===== src/rtl/usbdev_pkg.sv =====
// Shared definitions for the usbdev line-level transmit path: TX state
// encoding, SYNC pattern, J/K line mapping and PID byte values.
package usbdev_pkg;

    typedef enum logic [2:0] {
        IDLE,
        SYNC,
        DATA,
        STUFF,
        EOP_SE0,
        EOP_J,
        GAP
    } tx_state_e;

    // KJKJKJKK once NRZI-coded, sent LSB first.
    localparam logic [7:0] SYNC_PATTERN = 8'h80;

    localparam logic [1:0] LINE_SE0 = 2'b00;

    localparam logic [7:0] PID_OUT   = 8'hE1;
    localparam logic [7:0] PID_IN    = 8'h69;
    localparam logic [7:0] PID_SETUP = 8'h2D;
    localparam logic [7:0] PID_DATA0 = 8'hC3;
    localparam logic [7:0] PID_DATA1 = 8'h4B;
    localparam logic [7:0] PID_ACK   = 8'hD2;
    localparam logic [7:0] PID_NAK   = 8'h5A;

    // Map a logical J/K symbol onto {dp, dm}. Full speed: J = D+ high.
    // Low speed: J = D- high. K is always the inverse of J.
    function automatic logic [1:0] line_sym(input logic is_j, input logic low_speed);
        return (is_j ^ low_speed) ? 2'b10 : 2'b01;
    endfunction

endpackage


===== src/rtl/usb_nrzi_stuff_enc.sv =====
// NRZI encoder with bit-stuff run tracking. 'line' is the {dp,dm} value the
// line takes if bit_in is sent now; the level and run count commit on bit_tick.
module usb_nrzi_stuff_enc
    import usbdev_pkg::*;
#(
    parameter int STUFF_RUN = 6,
    parameter int LOW_SPEED = 0
) (
    input  logic       clk,
    input  logic       rst,
    input  logic       bit_in,
    input  logic       bit_tick,
    input  logic       clear,
    output logic       stuff_req,
    output logic [1:0] line
);

    localparam int CW = $clog2(STUFF_RUN + 1);

    logic [CW-1:0] run_cnt;
    logic          level_j;
    logic          next_j;

    // A 0 toggles the line level, a 1 holds it.
    assign next_j    = bit_in ? level_j : ~level_j;
    assign line      = line_sym(next_j, LOW_SPEED != 0);
    assign stuff_req = (run_cnt == CW'(STUFF_RUN));

    // Commit the NRZI level and the run of consecutive 1s per emitted bit.
    // NOTE: sequential state uses non-blocking assignments so every flop
    // samples pre-edge values regardless of block ordering.
    always_ff @(posedge clk or posedge rst) begin
        if (rst) begin
            run_cnt <= '0;
            level_j <= 1'b1;
        end else if (clear) begin
            run_cnt <= '0;
            level_j <= 1'b1;
        end else if (bit_tick) begin
            level_j <= next_j;
            run_cnt <= bit_in ? run_cnt + 1'b1 : '0;
        end
    end

endmodule


===== src/rtl/usb_fs_packet_tx.sv =====
// USB packet transmitter: byte handshake in, SYNC + stuffed NRZI data + EOP
// out on dp/dm with output enable. Every line symbol lasts OVERSAMPLE clocks
// and all outputs come straight from flops.
module usb_fs_packet_tx
    import usbdev_pkg::*;
#(
    parameter int OVERSAMPLE   = 4,
    parameter int LOW_SPEED    = 0,
    parameter int EOP_SE0_BITS = 2,
    parameter int GAP_BITS     = 2,
    parameter int STUFF_RUN    = 6
) (
    input  logic       clk,
    input  logic       rst,
    input  logic [7:0] in_data,
    input  logic       in_last,
    input  logic       in_valid,
    output logic       in_ready,
    output logic       dp,
    output logic       dm,
    output logic       oe,
    output logic       busy,
    output logic       underrun
);

    localparam int              PW         = $clog2(OVERSAMPLE);
    localparam logic [PW-1:0]   PHASE_LAST = PW'(OVERSAMPLE - 1);
    localparam logic [PW-1:0]   PHASE_PRE  = PW'(OVERSAMPLE - 2);
    localparam logic [7:0]      EOP_LAST   = 8'(EOP_SE0_BITS - 1);
    localparam logic [7:0]      GAP_LAST   = 8'(GAP_BITS - 1);
    localparam logic [1:0]      LINE_J     = line_sym(1'b1, LOW_SPEED != 0);

    tx_state_e     state, state_n;
    logic [PW-1:0] phase, phase_n;
    logic [7:0]    bit_cnt, bit_cnt_n;
    logic [7:0]    byte_q, byte_n;
    logic          last_q, last_n;
    logic          oe_n, busy_n, ready_n, underrun_n;
    logic [1:0]    line_n;

    logic          bit_tick;
    logic          boundary_pending;
    logic          next_bit;
    logic          enc_tick;
    logic          enc_clear;
    logic          stuff_req;
    logic [1:0]    enc_line;

    assign bit_tick = (state != IDLE) && (phase == PHASE_LAST);

    // The coming tick ends a byte with no stuff bit owed and more bytes
    // expected, so in_ready must be raised for exactly that tick cycle.
    assign boundary_pending = ((state == DATA) || (state == STUFF)) &&
                              (bit_cnt == 8'd7) && !stuff_req && !last_q;

    usb_nrzi_stuff_enc #(
        .STUFF_RUN (STUFF_RUN),
        .LOW_SPEED (LOW_SPEED)
    ) u_enc (
        .clk       (clk),
        .rst       (rst),
        .bit_in    (next_bit),
        .bit_tick  (enc_tick),
        .clear     (enc_clear),
        .stuff_req (stuff_req),
        .line      (enc_line)
    );

    // Select the bit that would be sent next; the FSM decides whether to use it.
    always_comb begin
        next_bit = 1'b0;
        case (state)
            IDLE:        next_bit = SYNC_PATTERN[0];
            SYNC:        next_bit = (bit_cnt == 8'd7) ? byte_q[0]
                                                      : SYNC_PATTERN[bit_cnt[2:0] + 3'd1];
            DATA, STUFF: begin
                if ((state == DATA) && stuff_req) next_bit = 1'b0;
                else if (bit_cnt != 8'd7)         next_bit = byte_q[bit_cnt[2:0] + 3'd1];
                else                              next_bit = in_data[0];
            end
            default:     next_bit = 1'b0;
        endcase
    end

    // Next-state, handshake and next-symbol logic; symbols change on bit ticks.
    // NOTE: every signal gets a default first so no path leaves one unassigned,
    // which would otherwise infer a latch.
    always_comb begin
        state_n    = state;
        phase_n    = (state == IDLE || bit_tick) ? '0 : phase + 1'b1;
        bit_cnt_n  = bit_cnt;
        byte_n     = byte_q;
        last_n     = last_q;
        oe_n       = oe;
        busy_n     = busy;
        ready_n    = 1'b0;
        underrun_n = 1'b0;
        line_n     = {dp, dm};
        enc_tick   = 1'b0;
        enc_clear  = 1'b0;

        case (state)
            IDLE: begin
                ready_n = 1'b1;
                if (in_valid && in_ready) begin
                    byte_n    = in_data;
                    last_n    = in_last;
                    state_n   = SYNC;
                    bit_cnt_n = 8'd0;
                    oe_n      = 1'b1;
                    busy_n    = 1'b1;
                    ready_n   = 1'b0;
                    enc_tick  = 1'b1;
                    line_n    = enc_line;
                end
            end

            SYNC: begin
                if (bit_tick) begin
                    enc_tick = 1'b1;
                    line_n   = enc_line;
                    if (bit_cnt == 8'd7) begin
                        state_n   = DATA;
                        bit_cnt_n = 8'd0;
                    end else begin
                        bit_cnt_n = bit_cnt + 8'd1;
                    end
                end
            end

            DATA, STUFF: begin
                if (!bit_tick) begin
                    ready_n = boundary_pending && (phase == PHASE_PRE);
                end else if ((state == DATA) && stuff_req) begin
                    state_n  = STUFF;
                    enc_tick = 1'b1;
                    line_n   = enc_line;
                end else if (bit_cnt != 8'd7) begin
                    state_n   = DATA;
                    bit_cnt_n = bit_cnt + 8'd1;
                    enc_tick  = 1'b1;
                    line_n    = enc_line;
                end else if (last_q) begin
                    state_n   = EOP_SE0;
                    bit_cnt_n = 8'd0;
                    line_n    = LINE_SE0;
                end else if (in_valid && in_ready) begin
                    byte_n    = in_data;
                    last_n    = in_last;
                    state_n   = DATA;
                    bit_cnt_n = 8'd0;
                    enc_tick  = 1'b1;
                    line_n    = enc_line;
                end else begin
                    // Source ran dry mid-packet: truncate with an EOP.
                    underrun_n = 1'b1;
                    state_n    = EOP_SE0;
                    bit_cnt_n  = 8'd0;
                    line_n     = LINE_SE0;
                end
            end

            EOP_SE0: begin
                if (bit_tick) begin
                    if (bit_cnt == EOP_LAST) begin
                        state_n = EOP_J;
                        line_n  = LINE_J;
                    end else begin
                        bit_cnt_n = bit_cnt + 8'd1;
                    end
                end
            end

            EOP_J: begin
                if (bit_tick) begin
                    state_n   = GAP;
                    bit_cnt_n = 8'd0;
                    oe_n      = 1'b0;
                    enc_clear = 1'b1;
                end
            end

            GAP: begin
                if (bit_tick) begin
                    if (bit_cnt == GAP_LAST) begin
                        state_n = IDLE;
                        busy_n  = 1'b0;
                        ready_n = 1'b1;
                    end else begin
                        bit_cnt_n = bit_cnt + 8'd1;
                    end
                end
            end

            default: state_n = IDLE;
        endcase
    end

    // State and output registers; reset parks the line at idle J, undriven.
    always_ff @(posedge clk or posedge rst) begin
        if (rst) begin
            state    <= IDLE;
            phase    <= '0;
            bit_cnt  <= 8'd0;
            byte_q   <= 8'd0;
            last_q   <= 1'b0;
            oe       <= 1'b0;
            busy     <= 1'b0;
            in_ready <= 1'b0;
            underrun <= 1'b0;
            {dp, dm} <= LINE_J;
        end else begin
            state    <= state_n;
            phase    <= phase_n;
            bit_cnt  <= bit_cnt_n;
            byte_q   <= byte_n;
            last_q   <= last_n;
            oe       <= oe_n;
            busy     <= busy_n;
            in_ready <= ready_n;
            underrun <= underrun_n;
            {dp, dm} <= line_n;
        end
    end

endmodule


===== config.mk =====
export PLATFORM = sky130hd
export DESIGN_NAME = usb_fs_packet_tx
export DESIGN_NICKNAME = d
export VERILOG_FILES = /design/src/rtl/usbdev_pkg.sv /design/src/rtl/usb_nrzi_stuff_enc.sv /design/src/rtl/usb_fs_packet_tx.sv
export SDC_FILE = /design/constraint.sdc
export NUM_CORES = 1
export LEC_CHECK = 0
export ABC_CLOCK_PERIOD_IN_PS = 3100
export BUFFER_PORTS_ARGS = -buffer_cell sky130_fd_sc_hd__buf_4
export CORE_ASPECT_RATIO = 2
export CORE_MARGIN = 1
export CORE_UTILIZATION = 40
export DETAILED_ROUTE_END_ITERATION = 12
export HOLD_SLACK_MARGIN = 0.06
export PLACE_DENSITY = 0.58
export SETUP_SLACK_MARGIN = 0.15
export SYNTH_ARGS = -nofsm -noshare
export SYNTH_HDL_FRONTEND = slang
export SYNTH_HIERARCHICAL = 1
export SYNTH_SLANG_ARGS = --single-unit

===== constraint.sdc =====
create_clock -name clk -period 3.1 [get_ports clk]
set_input_delay 0.155 -clock clk [delete_from_list [all_inputs] [get_ports clk]]
set_output_delay 0.155 -clock clk [all_outputs]
set_load 0.005 [all_outputs]

# Word level (Yosys, flattened, before mapping)
# Memories as Yosys holds them, arrays and structs flattened.
# Cells that the tools add are included.
dict set report totals {
  ramBits 0
  register_bits 32
  word_cells 160
  romBits 8
  out_inout_bits 6
  mem_count 1
  latch_bits 0
}
# memory words width read_ports rd_ports_with_merged_regs wr line_no
set memory_table {}
lappend memory_table {{(no name shown)} 8 1 1 0 0 usb_fs_packet_tx.sv:75} ;# : SYNC_PATTERN[bit_cnt[2:0] + 3'd1];
dict set report op_classes {
  n_shift 0
  n_div 0
  n_lt_le_gt_ge 1
  add_sub_neg 4
  n_mul 0
  mux 86
  n_reduce_logical 28
  bitwise 1
  eq_ne 26
}
# op count
set op_table {}
lappend op_table {{two-way mux 8 bit} 14}
lappend op_table {{two-way mux 3 bit} 16}
lappend op_table {{one-hot mux 8 bit (5 select lines)} 1}
lappend op_table {{two-way mux 1 bit} 34}
lappend op_table {{inequality test 2 bit, second input constant} 12}
lappend op_table {{two-way mux 2 bit} 11}
lappend op_table {{one-hot mux 3 bit (6 select lines)} 1}
lappend op_table {{one-hot mux 8 bit (2 select lines)} 1}
lappend op_table {{== test 3 bit, second input constant} 4}
lappend op_table {{AND reduction 5 bit} 2}
lappend op_table {{AND reduction 9 bit} 1}
lappend op_table {{adder 8 x 1 -> 8 bit, second input constant} 1}
lappend op_table {{== test 8 x 1 -> 1 bit, second input constant} 1}
lappend op_table {{== test 8 x 3 -> 1 bit, second input constant} 1}
lappend op_table {{inequality test 8 x 3 -> 1 bit, second input constant} 1}
lappend op_table {{one-hot mux 1 bit (2 select lines)} 4}
lappend op_table {{one-hot mux 2 bit (4 select lines)} 1}
lappend op_table {{AND reduction 8 bit} 1}
lappend op_table {{nonzero test 2 bit} 4}
lappend op_table {{logical AND 1 bit} 7}
lappend op_table {{adder 3 x 1 -> 3 bit, second input constant} 2}
lappend op_table {{== test 3 x 2 -> 1 bit, second input constant} 2}
lappend op_table {{one-hot mux 1 bit (3 select lines)} 2}
lappend op_table {{AND reduction 6 bit} 1}
lappend op_table {{other kinds (16)} 21}

# Logic depth before layout (Yosys ltp)
# Gate-level depths: netlist of the first run.
dict set report depth {
  word_depth 14
  mapped_depth 10
  depth_no_buf 9
}

# Modules after synthesis
# Netlist of the first run, hierarchy kept.
# mod instances area_each_um2 cells_each
set by_module_without_submodules {}
lappend by_module_without_submodules {usb_fs_packet_tx 1 1789.2 180}
lappend by_module_without_submodules {usb_nrzi_stuff_enc 1 242.7 26}

# Least setup slack after synthesis of the first run
# Ideal clock, no wire load.
dict set report synth_timing {
  path_type {register to register}
  start {register bit_cnt[0]}
  end {register dm}
  stages_incl_launch_ff 9
  setup_time_ns 0.122
  setup_slack_ns 0.598
  arrival_ns 2.380
  n_path_buf 0
  cell_sequence {dfrtp_1 inv_1 ha_1 mux4_2 a21oi_1 o41ai_1 xnor2_1 inv_1 a32o_1}
}
dict set report synth_via {
  elab_chain_cells 14
}
# element line_no
set synth_rtl {}
lappend synth_rtl {{from (decl)} usb_fs_packet_tx.sv:35} ;# logic [7:0] bit_cnt, bit_cnt_n;
lappend synth_rtl {{from (signal assigned)} usb_fs_packet_tx.sv:215} ;# bit_cnt <= bit_cnt_n;
lappend synth_rtl {{adder 3 x 1 -> 3 bit} {usb_fs_packet_tx.sv:75, usb_fs_packet_tx.sv:78}}
lappend synth_rtl {{binary-select mux 1 bit (select 3 bit)} usb_fs_packet_tx.sv:78} ;# else if (bit_cnt != 8'd7) next_bit = byte_q[bit_cnt[2:0] + 3'd1];
lappend synth_rtl {{two-way mux 1 bit (not written as such)} usb_fs_packet_tx.sv:78}
lappend synth_rtl {{two-way mux 1 bit} usb_fs_packet_tx.sv:78}
lappend synth_rtl {{two-way mux 1 bit} usb_fs_packet_tx.sv:77} ;# if ((state == DATA) && stuff_req) next_bit = 1'b0;
lappend synth_rtl {{one-hot mux 1 bit (2 select lines) (*)} usb_fs_packet_tx.sv:72} ;# case (state)
lappend synth_rtl {{named net next_bit} usb_fs_packet_tx.sv:43} ;# logic next_bit;
lappend synth_rtl {{two-way mux 1 bit (*)} usb_nrzi_stuff_enc.sv:25} ;# assign next_j = bit_in ? level_j : ~level_j;
lappend synth_rtl {{named net u_enc.next_j} usb_nrzi_stuff_enc.sv:22} ;# logic next_j;
lappend synth_rtl {{two-way mux 2 bit (*)} usbdev_pkg.sv:31} ;# return (is_j ^ low_speed) ? 2'b10 : 2'b01;
lappend synth_rtl {{named net enc_line[0]} usb_fs_packet_tx.sv:47} ;# logic [1:0] enc_line;
lappend synth_rtl {{two-way mux 2 bit} usb_fs_packet_tx.sv:147} ;# end else if (in_valid && in_ready) begin
lappend synth_rtl {{two-way mux 2 bit} usb_fs_packet_tx.sv:143} ;# end else if (last_q) begin
lappend synth_rtl {{two-way mux 2 bit} usb_fs_packet_tx.sv:138} ;# end else if (bit_cnt != 8'd7) begin
lappend synth_rtl {{two-way mux 2 bit} usb_fs_packet_tx.sv:134} ;# end else if ((state == DATA) && stuff_req) begin
lappend synth_rtl {{two-way mux 2 bit} usb_fs_packet_tx.sv:132} ;# if (!bit_tick) begin
lappend synth_rtl {{one-hot mux 2 bit (4 select lines) (*)} usb_fs_packet_tx.sv:102} ;# case (state)
lappend synth_rtl {{to (signal assigned)} usb_fs_packet_tx.sv:222} ;# {dp, dm} <= line_n;
lappend synth_rtl {{to (decl)} usb_fs_packet_tx.sv:20} ;# output logic dm,
# The timed path passes the listed nets; every way through them passes the cells marked *. The select of a mux whose other input is x is not followed.
# A chain may end at the register's enable or synchronous reset.

# Final worst setup path of the first run
dict set report layout_timing {
  start {register bit_cnt[0]}
  end {register dm}
}
dict set report layout_via {
  elab_chain_cells 14
}
# element line_no
set layout_rtl {}
lappend layout_rtl {{adder 3 x 1 -> 3 bit} {usb_fs_packet_tx.sv:75, usb_fs_packet_tx.sv:78}}
lappend layout_rtl {{binary-select mux 1 bit (select 3 bit)} usb_fs_packet_tx.sv:78}
lappend layout_rtl {{two-way mux 1 bit (not written as such)} usb_fs_packet_tx.sv:78}
lappend layout_rtl {{two-way mux 1 bit} usb_fs_packet_tx.sv:78}
lappend layout_rtl {{two-way mux 1 bit} usb_fs_packet_tx.sv:77}
lappend layout_rtl {{one-hot mux 1 bit (2 select lines) (*)} usb_fs_packet_tx.sv:72}
lappend layout_rtl {{named net next_bit} usb_fs_packet_tx.sv:43}
lappend layout_rtl {{two-way mux 1 bit (*)} usb_nrzi_stuff_enc.sv:25}
lappend layout_rtl {{two-way mux 2 bit (*)} usbdev_pkg.sv:31}
lappend layout_rtl {{named net enc_line[0]} usb_fs_packet_tx.sv:47}
lappend layout_rtl {{two-way mux 2 bit} usb_fs_packet_tx.sv:147}
lappend layout_rtl {{two-way mux 2 bit} usb_fs_packet_tx.sv:143}
lappend layout_rtl {{two-way mux 2 bit} usb_fs_packet_tx.sv:138}
lappend layout_rtl {{two-way mux 2 bit} usb_fs_packet_tx.sv:134}
lappend layout_rtl {{two-way mux 2 bit} usb_fs_packet_tx.sv:132}
lappend layout_rtl {{one-hot mux 2 bit (4 select lines) (*)} usb_fs_packet_tx.sv:102}
# Marked as above.

==> results of run 1 <==
-- kinds of logic after synthesis --
logic type      Yosys count  share of synthesized area
buf+inv                  23                    0.05789
flops                    32                     0.3953
xor+xnor                  1                   0.004311
simple gates             77                     0.2241
mux                      12                    0.09175
compound gates           54                     0.1835
fa+ha+maj                 7                    0.04310
-- path summary, 6_finish.rpt --
kind                             from          endpoint  slack (ns)  cells past startpoint
hold / removal             in_data[4]         byte_q[4]        0.09                      2
setup / recovery           bit_cnt[0]                dm        0.57                      9
min in group asynchronous         rst  u_enc/run_cnt[2]        0.32                      3
max in group asynchronous         rst          underrun        1.99                      4
hold reg to reg              phase[0]          phase[0]        0.47                      1
setup reg to reg           bit_cnt[0]                dm        0.57                      9
-- layout make-up --
cell class / instances / area (um^2) / area share
sequential: 32 / 803.3 / 0.3512
multi-input combinational: 151 / 1111 / 0.4858
clock inverter: 1 / 5.005 / 0.002188
inverter: 13 / 48.80 / 0.02133
clock buffer: 6 / 72.57 / 0.03173
tap: 57 / 71.32 / 0.03118
timing repair buffer: 23 / 175.2 / 0.07659
-- sequential cells by signal, indices dropped and copies added, names as in the netlist, 2 cells and up --
register,cells
byte_q,8
u_enc/run_cnt,3
bit_cnt,8
state,3
phase,2
-- power breakdown --
group	switching, uW	internal (uW)
clock	150	152
combinational	455	476
sequential	171	571
total	776	1200
-- worst register-to-register path, delay by kind of cell (launching register included) --
kind	cells	cell delay [ns]
compound gates	3	0.47
buf+inv	3	0.32
xor+xnor	1	0.20
flops	1	0.53
fa+ha+maj	1	0.37
mux	1	0.53
-- placed cells by master, fill, tap and decap left out, types with 4 or more instances in the layout --
master / netlist / final
dfrtp_1: 30 / 30
buf_4: 1 / 22
nand2_1: 17 / 17
a21oi_1: 16 / 16
nor2_1: 13 / 13
inv_1: 11 / 11
nand2b_1: 9 / 9
mux2_4: 8 / 8
o21ai_0: 7 / 7
ha_1: 7 / 7
o21ai_1: 6 / 6
clkbuf_8: 0 / 5
a22oi_1: 4 / 4
nor2b_1: 4 / 4
nand3_1: 4 / 4
or3_1: 4 / 4
-- routing by layer --
metal  GRT usage  routed length, um  vias to the layer above
met3     0.03687                 99                       10
met5           0                  0                        -
met2      0.3895               2728                       20
li1            -                  -                      777
met4      0.1012                136                        0
met1      0.1838               1680                      773
-- through the flow --
stage | cell area, um^2 | hold WS, ns | std cells | utilization | total power (uW)
after floorplan | 2032 | -0.07964 | 206 | - | 1460
after global placement | 2200 | 0.06499 | 275 | 0.4522 | 1675
after detailed placement | 2200 | 0.06872 | 275 | 0.4522 | 1688
after CTS | 2287 | 0.09520 | 283 | 0.4702 | 1999
after global routing | 2287 | 0.08629 | 283 | 0.4702 | 2150
final | 2287 | 0.09450 | 283 | 0.4702 | 1976
==> results_tabular.tex, run 1 <==
\begin{tabular}{lr}
\hline
Metric & Value \\
\hline
\multicolumn{2}{l}{\textbf{Run status}} \\
\quad Run status & completed \\
\multicolumn{2}{l}{\textbf{Finish}} \\
\quad Fill count & 492 \\
\quad Number of diodes & 0 \\
\quad Layout cells sized above 1 & 0.2389 \\
\quad Number of nets in the layout & 245 \\
\quad Area overhead of the layout relative to synthesis & 12.56\% \\
\multicolumn{2}{l}{\textbf{Synth}} \\
\quad Flop and latch count out of synthesis & 32 \\
\quad Cell types with the largest area share after synthesis & dfrtp\_1 (37\%), mux2\_4 (5.9\%), ha\_1 (4.3\%), a21oi\_1 (3.9\%), nand2\_1 (3.1\%) \\
\quad Yosys warnings & 6 \\
\quad Cells after synthesis & 206 \\
\quad Number of enable flip-flop cells after synthesis & 0 \\
\quad Synth async-reset ratio & 1.000 \\
\quad Cell types with the highest counts after synthesis & dfrtp\_1 (30), nand2\_1 (17), a21oi\_1 (16), nor2\_1 (13), inv\_1 (11) \\
\quad Synthesized netlist net count & 225 \\
\quad Sequential share of the synthesized area & 0.3953 \\
\quad Cell accounting for the most synthesized area & dfrtp\_1 \\
\quad Average footprint of a synthesized cell & 9.864 um\^{}2 \\
\quad Area share of the largest cell type after synthesis & 0.3695 \\
\quad Ys flop type & dfrtp\_1 \\
\quad Distinct cell type count of the synthesized netlist & 58 \\
\quad Most instantiated library cell after synthesis & dfrtp\_1 \\
\quad Netlist area before placement & 2032 um\^{}2 \\
\multicolumn{2}{l}{\textbf{Routing}} \\
\quad Wire per inst & 16.41 um \\
\quad Vias per Instance & 5.583 \\
\quad Number of optimization iterations in the first detailed-route pass & 4 \\
\quad DRC violations left & 0 \\
\quad DRT iter0 DRCs & 30 \\
\quad Antenna viol nets, final & 0 \\
\quad Count of vias placed by the detailed router & 1,580 \\
\quad Wire length after detailed routing & 4644 um \\
\multicolumn{2}{l}{\textbf{Critical path}} \\
\quad Data required time at the worst endpoint & 3.27 ns \\
\quad Cell type with the highest occurrence count on the critical path & inv\_1 \\
\quad Critical Path End Type & flop \\
\quad Family with the most delay on the worst path & flip-flops \\
\quad Startpoint class of the critical path & flop \\
\quad Worst path arrival time & 2.70 ns \\
\quad Critical path buffer and inverter count & 3 \\
\quad Type of the worst setup path & flop to flop \\
\quad Cell type of the slowest stage on the worst timing path & dfrtp\_1 \\
\quad CP max stage delay & 0.53 ns \\
\quad CP Max Fanout & 8 \\
\quad Series of cell instances along the critical path & inv\_1, ha\_1, mux4\_2, a21oi\_1, o41ai\_1, buf\_4, xnor2\_1, inv\_1, a32o\_1 \\
\multicolumn{2}{l}{\textbf{Clocking}} \\
\quad Clock buffers created by TritonCTS & 5 \\
\quad Number of post-CTS setup repair buffers & 0 \\
\quad CTS H-Tree Depth & 2 \\
\quad Max Root-Sink Buffers & 2 \\
\quad Clk root buf & clkbuf\_8 \\
\quad Quantity of hold-fixing buffers added after cts & 1 \\
\quad Skew-Pair Late Insertion Delay & 0.29 ns \\
\quad Clk sinks & 32 \\
\quad CTS tree & done \\
\quad Quantity of gates resized following cts & 0 \\
\quad Clock transition at the register clock pins on the worst setup and hold paths after CTS & 0.07 ns \\
\multicolumn{2}{l}{\textbf{GRT}} \\
\quad Pin count of the biggest net entering global routing & 20 \\
\quad Via count of the first global-routing pass & 1,692 \\
\quad Tot GR Track Use & 0.1995 \\
\quad Aggregate global routing overflow & 0 \\
\quad First-pass GRT wire length & 7797 um \\
\quad Initial antenna violation count & 0 \\
\multicolumn{2}{l}{\textbf{Timing}} \\
\quad Min Tclk post-route & 2.533 ns \\
\quad Setup\_tns & 0 ns \\
\quad Total setup violations reported at the end of the flow & 0 \\
\quad RSZ-0062 raised after global routing & false \\
\quad Final setup margin & 0.5666 ns \\
\quad Period Utilization, post-route & 0.8172 \\
\quad Transition time at the pin with the least slew margin & 0.6448 ns \\
\quad Final Max Tran Viols & 0 \\
\quad Total count of hold-check failures in the final report & 0 \\
\quad Worst max-slew margin expressed relative to the limit & 0.5701 \\
\quad Layout Skew & 0.005058 ns \\
\quad Maximum clock frequency & 394.7 MHz \\
\multicolumn{2}{l}{\textbf{Power and ir drop}} \\
\quad Highest ir drop seen on vdd & 0.3433 mV \\
\quad P per Cell Area & 863.9 nW/um\^{}2 \\
\quad Leak pwr & 0.001006 uW \\
\multicolumn{2}{l}{\textbf{Floorplanning}} \\
\quad Chip Height & 102.8 um \\
\quad Width of the chip & 52.40 um \\
\quad Number of cell rows & 36 \\
\quad Die area & 5386 um\^{}2 \\
\quad Initial Utilization & 0.4177 \\
\quad Ports & 18 \\
\quad Core area & 4865 um\^{}2 \\
\multicolumn{2}{l}{\textbf{Place}} \\
\quad Final GP Congestion & 0.7991 \\
\quad Worst slack after detailed placement & 0.5555 ns \\
\quad DPL Wire Length & 3643 um \\
\quad Number of I/O port buffers & 17 \\
\multicolumn{2}{l}{\textbf{Worst hold path}} \\
\quad Hold crit path type & primary input to flop \\
\multicolumn{2}{l}{\textbf{Job}} \\
\quad Reported max-cap violation count & 0 \\
\hline
\end{tabular}
Note: power is estimated with default switching activity, not from simulation.
==> inputs of run 2 (changes only) <==
ABC_AREA = 1   (was default)
ABC_CLOCK_PERIOD_IN_PS = 2400   (was 3100)
clock period = 2.4 ns   (was 3.1 ns; I/O delays follow)
==> run 2 against run 1 <==
Cell count grew 42%. Core utilization grew 2.5 points. Sequential power grew 21%. Critical path type unchanged. Critical endpoint is now dp. Largest cell class unchanged. Highest routed layer unchanged.
==> results_tabular.tex, run 2 <==
\begin{tabular}{lr}
\hline
Metric & Value \\
\hline
\multicolumn{2}{l}{\textbf{Critical path}} \\
\quad Startpoint class of the critical path & flop (unchanged) \\
\quad Family with the most delay on the worst path & simple AND/OR/NAND/NOR gates (was flip-flops) \\
\quad CP max stage delay & 0.46 ns (was 0.53 ns) \\
\quad Reg-to-reg endpoint & dp (was dm) \\
\quad R2R cell count & 15 (was 9) \\
\quad Setup slack on the worst flop-to-flop path & 0.41 ns (was 0.57 ns) \\
\quad Type of the worst setup path & flop to flop (unchanged) \\
\quad Cell type with the highest occurrence count on the critical path & nand2\_1 (was inv\_1) \\
\quad CP Max Fanout & 7 (was 8) \\
\quad Worst path arrival time & 2.22 ns (was 2.70 ns) \\
\quad Worst reg2reg path startpoint & bit\_cnt[1] (was bit\_cnt[0]) \\
\quad Critical Path End Type & flop (unchanged) \\
\quad Critical path buffer and inverter count & 4 (was 3) \\
\quad Cell type of the slowest stage on the worst timing path & dfrtp\_2 (was dfrtp\_1) \\
\quad Data required time at the worst endpoint & 2.62 ns (was 3.27 ns) \\
\quad Series of cell instances along the critical path & ha\_2, nand2\_1, inv\_1, nor2\_1, inv\_1, nand3\_1, nand2\_1, o21ai\_1, o21ai\_2, xor2\_2, inv\_1, nand2\_1, nand2\_1, nand2\_1, inv\_1 (was inv\_1, ha\_1, mux4\_2, a21oi\_1, o41ai\_1, buf\_4, xnor2\_1, inv\_1, a32o\_1) \\
\multicolumn{2}{l}{\textbf{Clocking}} \\
\quad Clk sinks & 32 (unchanged) \\
\quad Clk root buf & clkbuf\_8 (unchanged) \\
\quad Skew-Pair Late Insertion Delay & 0.29 ns (about the same) \\
\quad Max Root-Sink Buffers & 2 (unchanged) \\
\quad Clock transition at the register clock pins on the worst setup and hold paths after CTS & 0.07 ns (about the same) \\
\quad CTS tree & done (unchanged) \\
\quad Clock buffers created by TritonCTS & 5 (unchanged) \\
\quad CTS H-Tree Depth & 2 (unchanged) \\
\multicolumn{2}{l}{\textbf{Synth}} \\
\quad Area share of the largest cell type after synthesis & 0.3511 (was 0.3695) \\
\quad Cells after synthesis & 311 (was 206) \\
\quad Netlist area before placement & 2138 um\^{}2 (was 2032 um\^{}2) \\
\quad Ys flop type & dfrtp\_1 (unchanged) \\
\quad Number of enable flip-flop cells after synthesis & 0 (unchanged) \\
\quad Average footprint of a synthesized cell & 6.876 um\^{}2 (was 9.864 um\^{}2) \\
\quad Most instantiated library cell after synthesis & nand2\_1 (was dfrtp\_1) \\
\quad Cell types with the highest counts after synthesis & nand2\_1 (118), nand3\_1 (34), dfrtp\_1 (30), inv\_1 (30), nor2\_1 (29) (was dfrtp\_1 (30), nand2\_1 (17), a21oi\_1 (16), nor2\_1 (13), inv\_1 (11)) \\
\quad Cell accounting for the most synthesized area & dfrtp\_1 (unchanged) \\
\quad Yosys warnings & 6 (unchanged) \\
\quad Distinct cell type count of the synthesized netlist & 29 (was 58) \\
\quad Synth async-reset ratio & 1.000 (unchanged) \\
\quad Cell types with the largest area share after synthesis & dfrtp\_1 (35\%), nand2\_1 (21\%), nand3\_1 (8.0\%), inv\_1 (5.3\%), nor2\_1 (5.1\%) (was dfrtp\_1 (37\%), mux2\_4 (5.9\%), ha\_1 (4.3\%), a21oi\_1 (3.9\%), nand2\_1 (3.1\%)) \\
\quad Flop and latch count out of synthesis & 32 (unchanged) \\
\quad Sequential share of the synthesized area & 0.3757 (was 0.3953) \\
\quad Synthesized netlist net count & 330 (was 225) \\
\multicolumn{2}{l}{\textbf{Timing}} \\
\quad Transition time at the pin with the least slew margin & 0.3805 ns (was 0.6448 ns) \\
\quad Final Max Tran Viols & 0 (unchanged) \\
\quad Min Tclk post-route & 1.995 ns (was 2.533 ns) \\
\quad Period Utilization, post-route & 0.8311 (was 0.8172) \\
\quad Maximum clock frequency & 501.4 MHz (was 394.7 MHz) \\
\quad Final setup margin & 0.4055 ns (was 0.5666 ns) \\
\quad Setup\_tns & 0 ns (unchanged) \\
\quad RSZ-0062 raised after global routing & false (unchanged) \\
\quad Total setup violations reported at the end of the flow & 0 (unchanged) \\
\quad Total count of hold-check failures in the final report & 0 (unchanged) \\
\quad Layout Skew & 0.006564 ns (was 0.005058 ns) \\
\quad Worst max-slew margin expressed relative to the limit & 0.7455 (was 0.5701) \\
\multicolumn{2}{l}{\textbf{Finish}} \\
\quad Multi-input gate area & 1201 um\^{}2 (was 1111 um\^{}2) \\
\quad Combined flip-flop and latch cell area & 804.5 um\^{}2 (was 803.3 um\^{}2) \\
\quad Largest registers & bit\_cnt (8), byte\_q (8) (unchanged) \\
\quad Commonest non-fill, non-tap cell in the layout & nand2\_1 (was dfrtp\_1) \\
\quad Number of diodes & 0 (unchanged) \\
\quad Share of the core filled with cells in the final layout & 0.4950 (was 0.4702) \\
\quad Area overhead of the layout relative to synthesis & 18.96\% (was 12.56\%) \\
\quad Commonest cells after routing, fill and taps aside & nand2\_1 (118), nand3\_1 (34), inv\_1 (30) (was dfrtp\_1 (30), buf\_4 (22), nand2\_1 (17)) \\
\quad Number of nets in the layout & 363 (was 245) \\
\quad Post-route insts no fill & 403 (was 283) \\
\quad Fill count & 544 (was 492) \\
\quad Layout cells sized above 1 & 0.1913 (was 0.2389) \\
\multicolumn{2}{l}{\textbf{GRT}} \\
\quad Fraction of met2 tracks used by global routing & 0.4074 (was 0.3895) \\
\quad First-pass GRT wire length & 9287 um (was 7797 um) \\
\quad Pin count of the biggest net entering global routing & 29 (was 20) \\
\quad Tot GR Track Use & 0.2261 (was 0.1995) \\
\quad Aggregate global routing overflow & 0 (unchanged) \\
\quad Met1 track demand over resource & 0.2340 (was 0.1838) \\
\quad Met3 Resource Use GR & 0.02742 (was 0.03687) \\
\quad Initial antenna violation count & 0 (unchanged) \\
\quad Global routing's busiest layer & met2 (unchanged) \\
\quad Via count of the first global-routing pass & 2,052 (was 1,692) \\
\multicolumn{2}{l}{\textbf{Worst hold path}} \\
\quad Worst-case hold path end point & byte\_q[2] (was byte\_q[4]) \\
\quad Hold crit path type & primary input to flop (unchanged) \\
\quad Worst Hold Depth & 3 (was 2) \\
\quad Worst min-delay path startpoint & in\_data[2] (was in\_data[4]) \\
\multicolumn{2}{l}{\textbf{Place}} \\
\quad Worst slack after detailed placement & 0.1820 ns (was 0.5555 ns) \\
\quad Placed instance count & 392 (was 275) \\
\quad Number of I/O port buffers & 17 (unchanged) \\
\quad DPL Wire Length & 4357 um (was 3643 um) \\
\quad Final GP Congestion & 0.9412 (was 0.7991) \\
\multicolumn{2}{l}{\textbf{Routing}} \\
\quad Number of optimization iterations in the first detailed-route pass & 4 (unchanged) \\
\quad DRC violations left & 0 (unchanged) \\
\quad Wire length after detailed routing & 5527 um (was 4644 um) \\
\quad DRT iter0 DRCs & 41 (was 30) \\
\quad Antenna viol nets, final & 0 (unchanged) \\
\quad Count of vias placed by the detailed router & 2,074 (was 1,580) \\
\quad Vias per Instance & 5.146 (was 5.583) \\
\quad Wire per inst & 13.71 um (was 16.41 um) \\
\multicolumn{2}{l}{\textbf{Power and ir drop}} \\
\quad Highest ir drop seen on vdd & 0.6602 mV (was 0.3433 mV) \\
\quad Overall power of the completed layout & 2853 uW (was 1976 uW) \\
\quad Leak pwr & 0.001339 uW (was 0.001006 uW) \\
\quad P per Cell Area & 1122 nW/um\^{}2 (was 863.9 nW/um\^{}2) \\
\multicolumn{2}{l}{\textbf{Floorplanning}} \\
\quad Ports & 18 (unchanged) \\
\quad Die area & 5660 um\^{}2 (was 5386 um\^{}2) \\
\quad Number of cell rows & 37 (was 36) \\
\quad Core area & 5139 um\^{}2 (was 4865 um\^{}2) \\
\quad Initial Utilization & 0.4161 (was 0.4177) \\
\quad Chip Height & 105.4 um (was 102.8 um) \\
\quad Width of the chip & 53.70 um (was 52.40 um) \\
\multicolumn{2}{l}{\textbf{Job}} \\
\quad Reported max-cap violation count & 0 (unchanged) \\
\multicolumn{2}{l}{\textbf{Run status}} \\
\quad Run status & completed (unchanged) \\
\hline
\end{tabular}
==> run 2: cell types whose count changed in the layout (fill, tap and decap cells not counted), sizes merged, moves of 5 or more <==
cell    change
nand3      +33
nand2     +107
a21oi      -10
buf         +5
nor2       +22
inv        +23
mux2        -9
nand2b      -9
==> run 2: cell families (layout without fill, tap and decap cells) <==
kind of cell,Yosys count,in the layout,synth area share
simple gates,202,202,0.4154
fa+ha+maj,7,7,0.04096
buf+inv,39,73,0.07139
flops,32,32,0.3757
compound gates,30,30,0.08894
xor+xnor,1,1,0.007609
==> run 2: worst max path at each step <==
stage | startpoint | slack [ns] | end | cells after the start
after floorplan | bit_cnt[1] | 0.38 | dp | 13
after global placement | bit_cnt[1] | 0.24 | dp | 12
after detailed placement | bit_cnt[1] | 0.18 | dp | 15
after CTS | bit_cnt[1] | 0.16 | dp | 15
after global routing | bit_cnt[1] | 0.17 | dp | 15
final | bit_cnt[1] | 0.41 | dp | 15
==> run 2: per-layer routing <==
layer  share of wire  vias up
met5               0        -
li1                -     1056
met4           0.039        0
met1            0.37      951
met2            0.57       49
met3           0.021       18
==> run 2: final cells by class <==
type	instances	share of cell area
timing repair buffer	29	0.08756
sequential	32	0.3163
tap	58	0.02853
clock inverter	2	0.01377
multi-input combinational	240	0.4722
inverter	36	0.05312
clock buffer	6	0.02853
==> run 2: tightest hold or removal path, cell delays in order <==
cell and delay [ns]:
buf_4 0.08, nand3_1 0.06, nand2_1 0.06
==> run 2: power breakdown <==
group	internal (uW)	total, uW	switching [uW]
Sequential	729	898	169
Combinational	532	1440	910
Clock	308	513	205
==> run 2: timing repair <==
item / 4_1_cts / 5_1_grt
endpoints found under the hold margin: 32 / 0
resized for setup: 0 / 6
setup buffers: 0 / 1
endpoints found under the setup margin: 0 / 4
hold buffers: 2 / 0
==> run 2: per-stage QoR <==
stage	instance area, um^2	hold WS, ns
after detailed placement	2389	0.03010
after floorplan	2138	-0.1146
after CTS	2516	0.06264
final	2544	0.06027
after global placement	2389	0.02483
after global routing	2544	0.08082
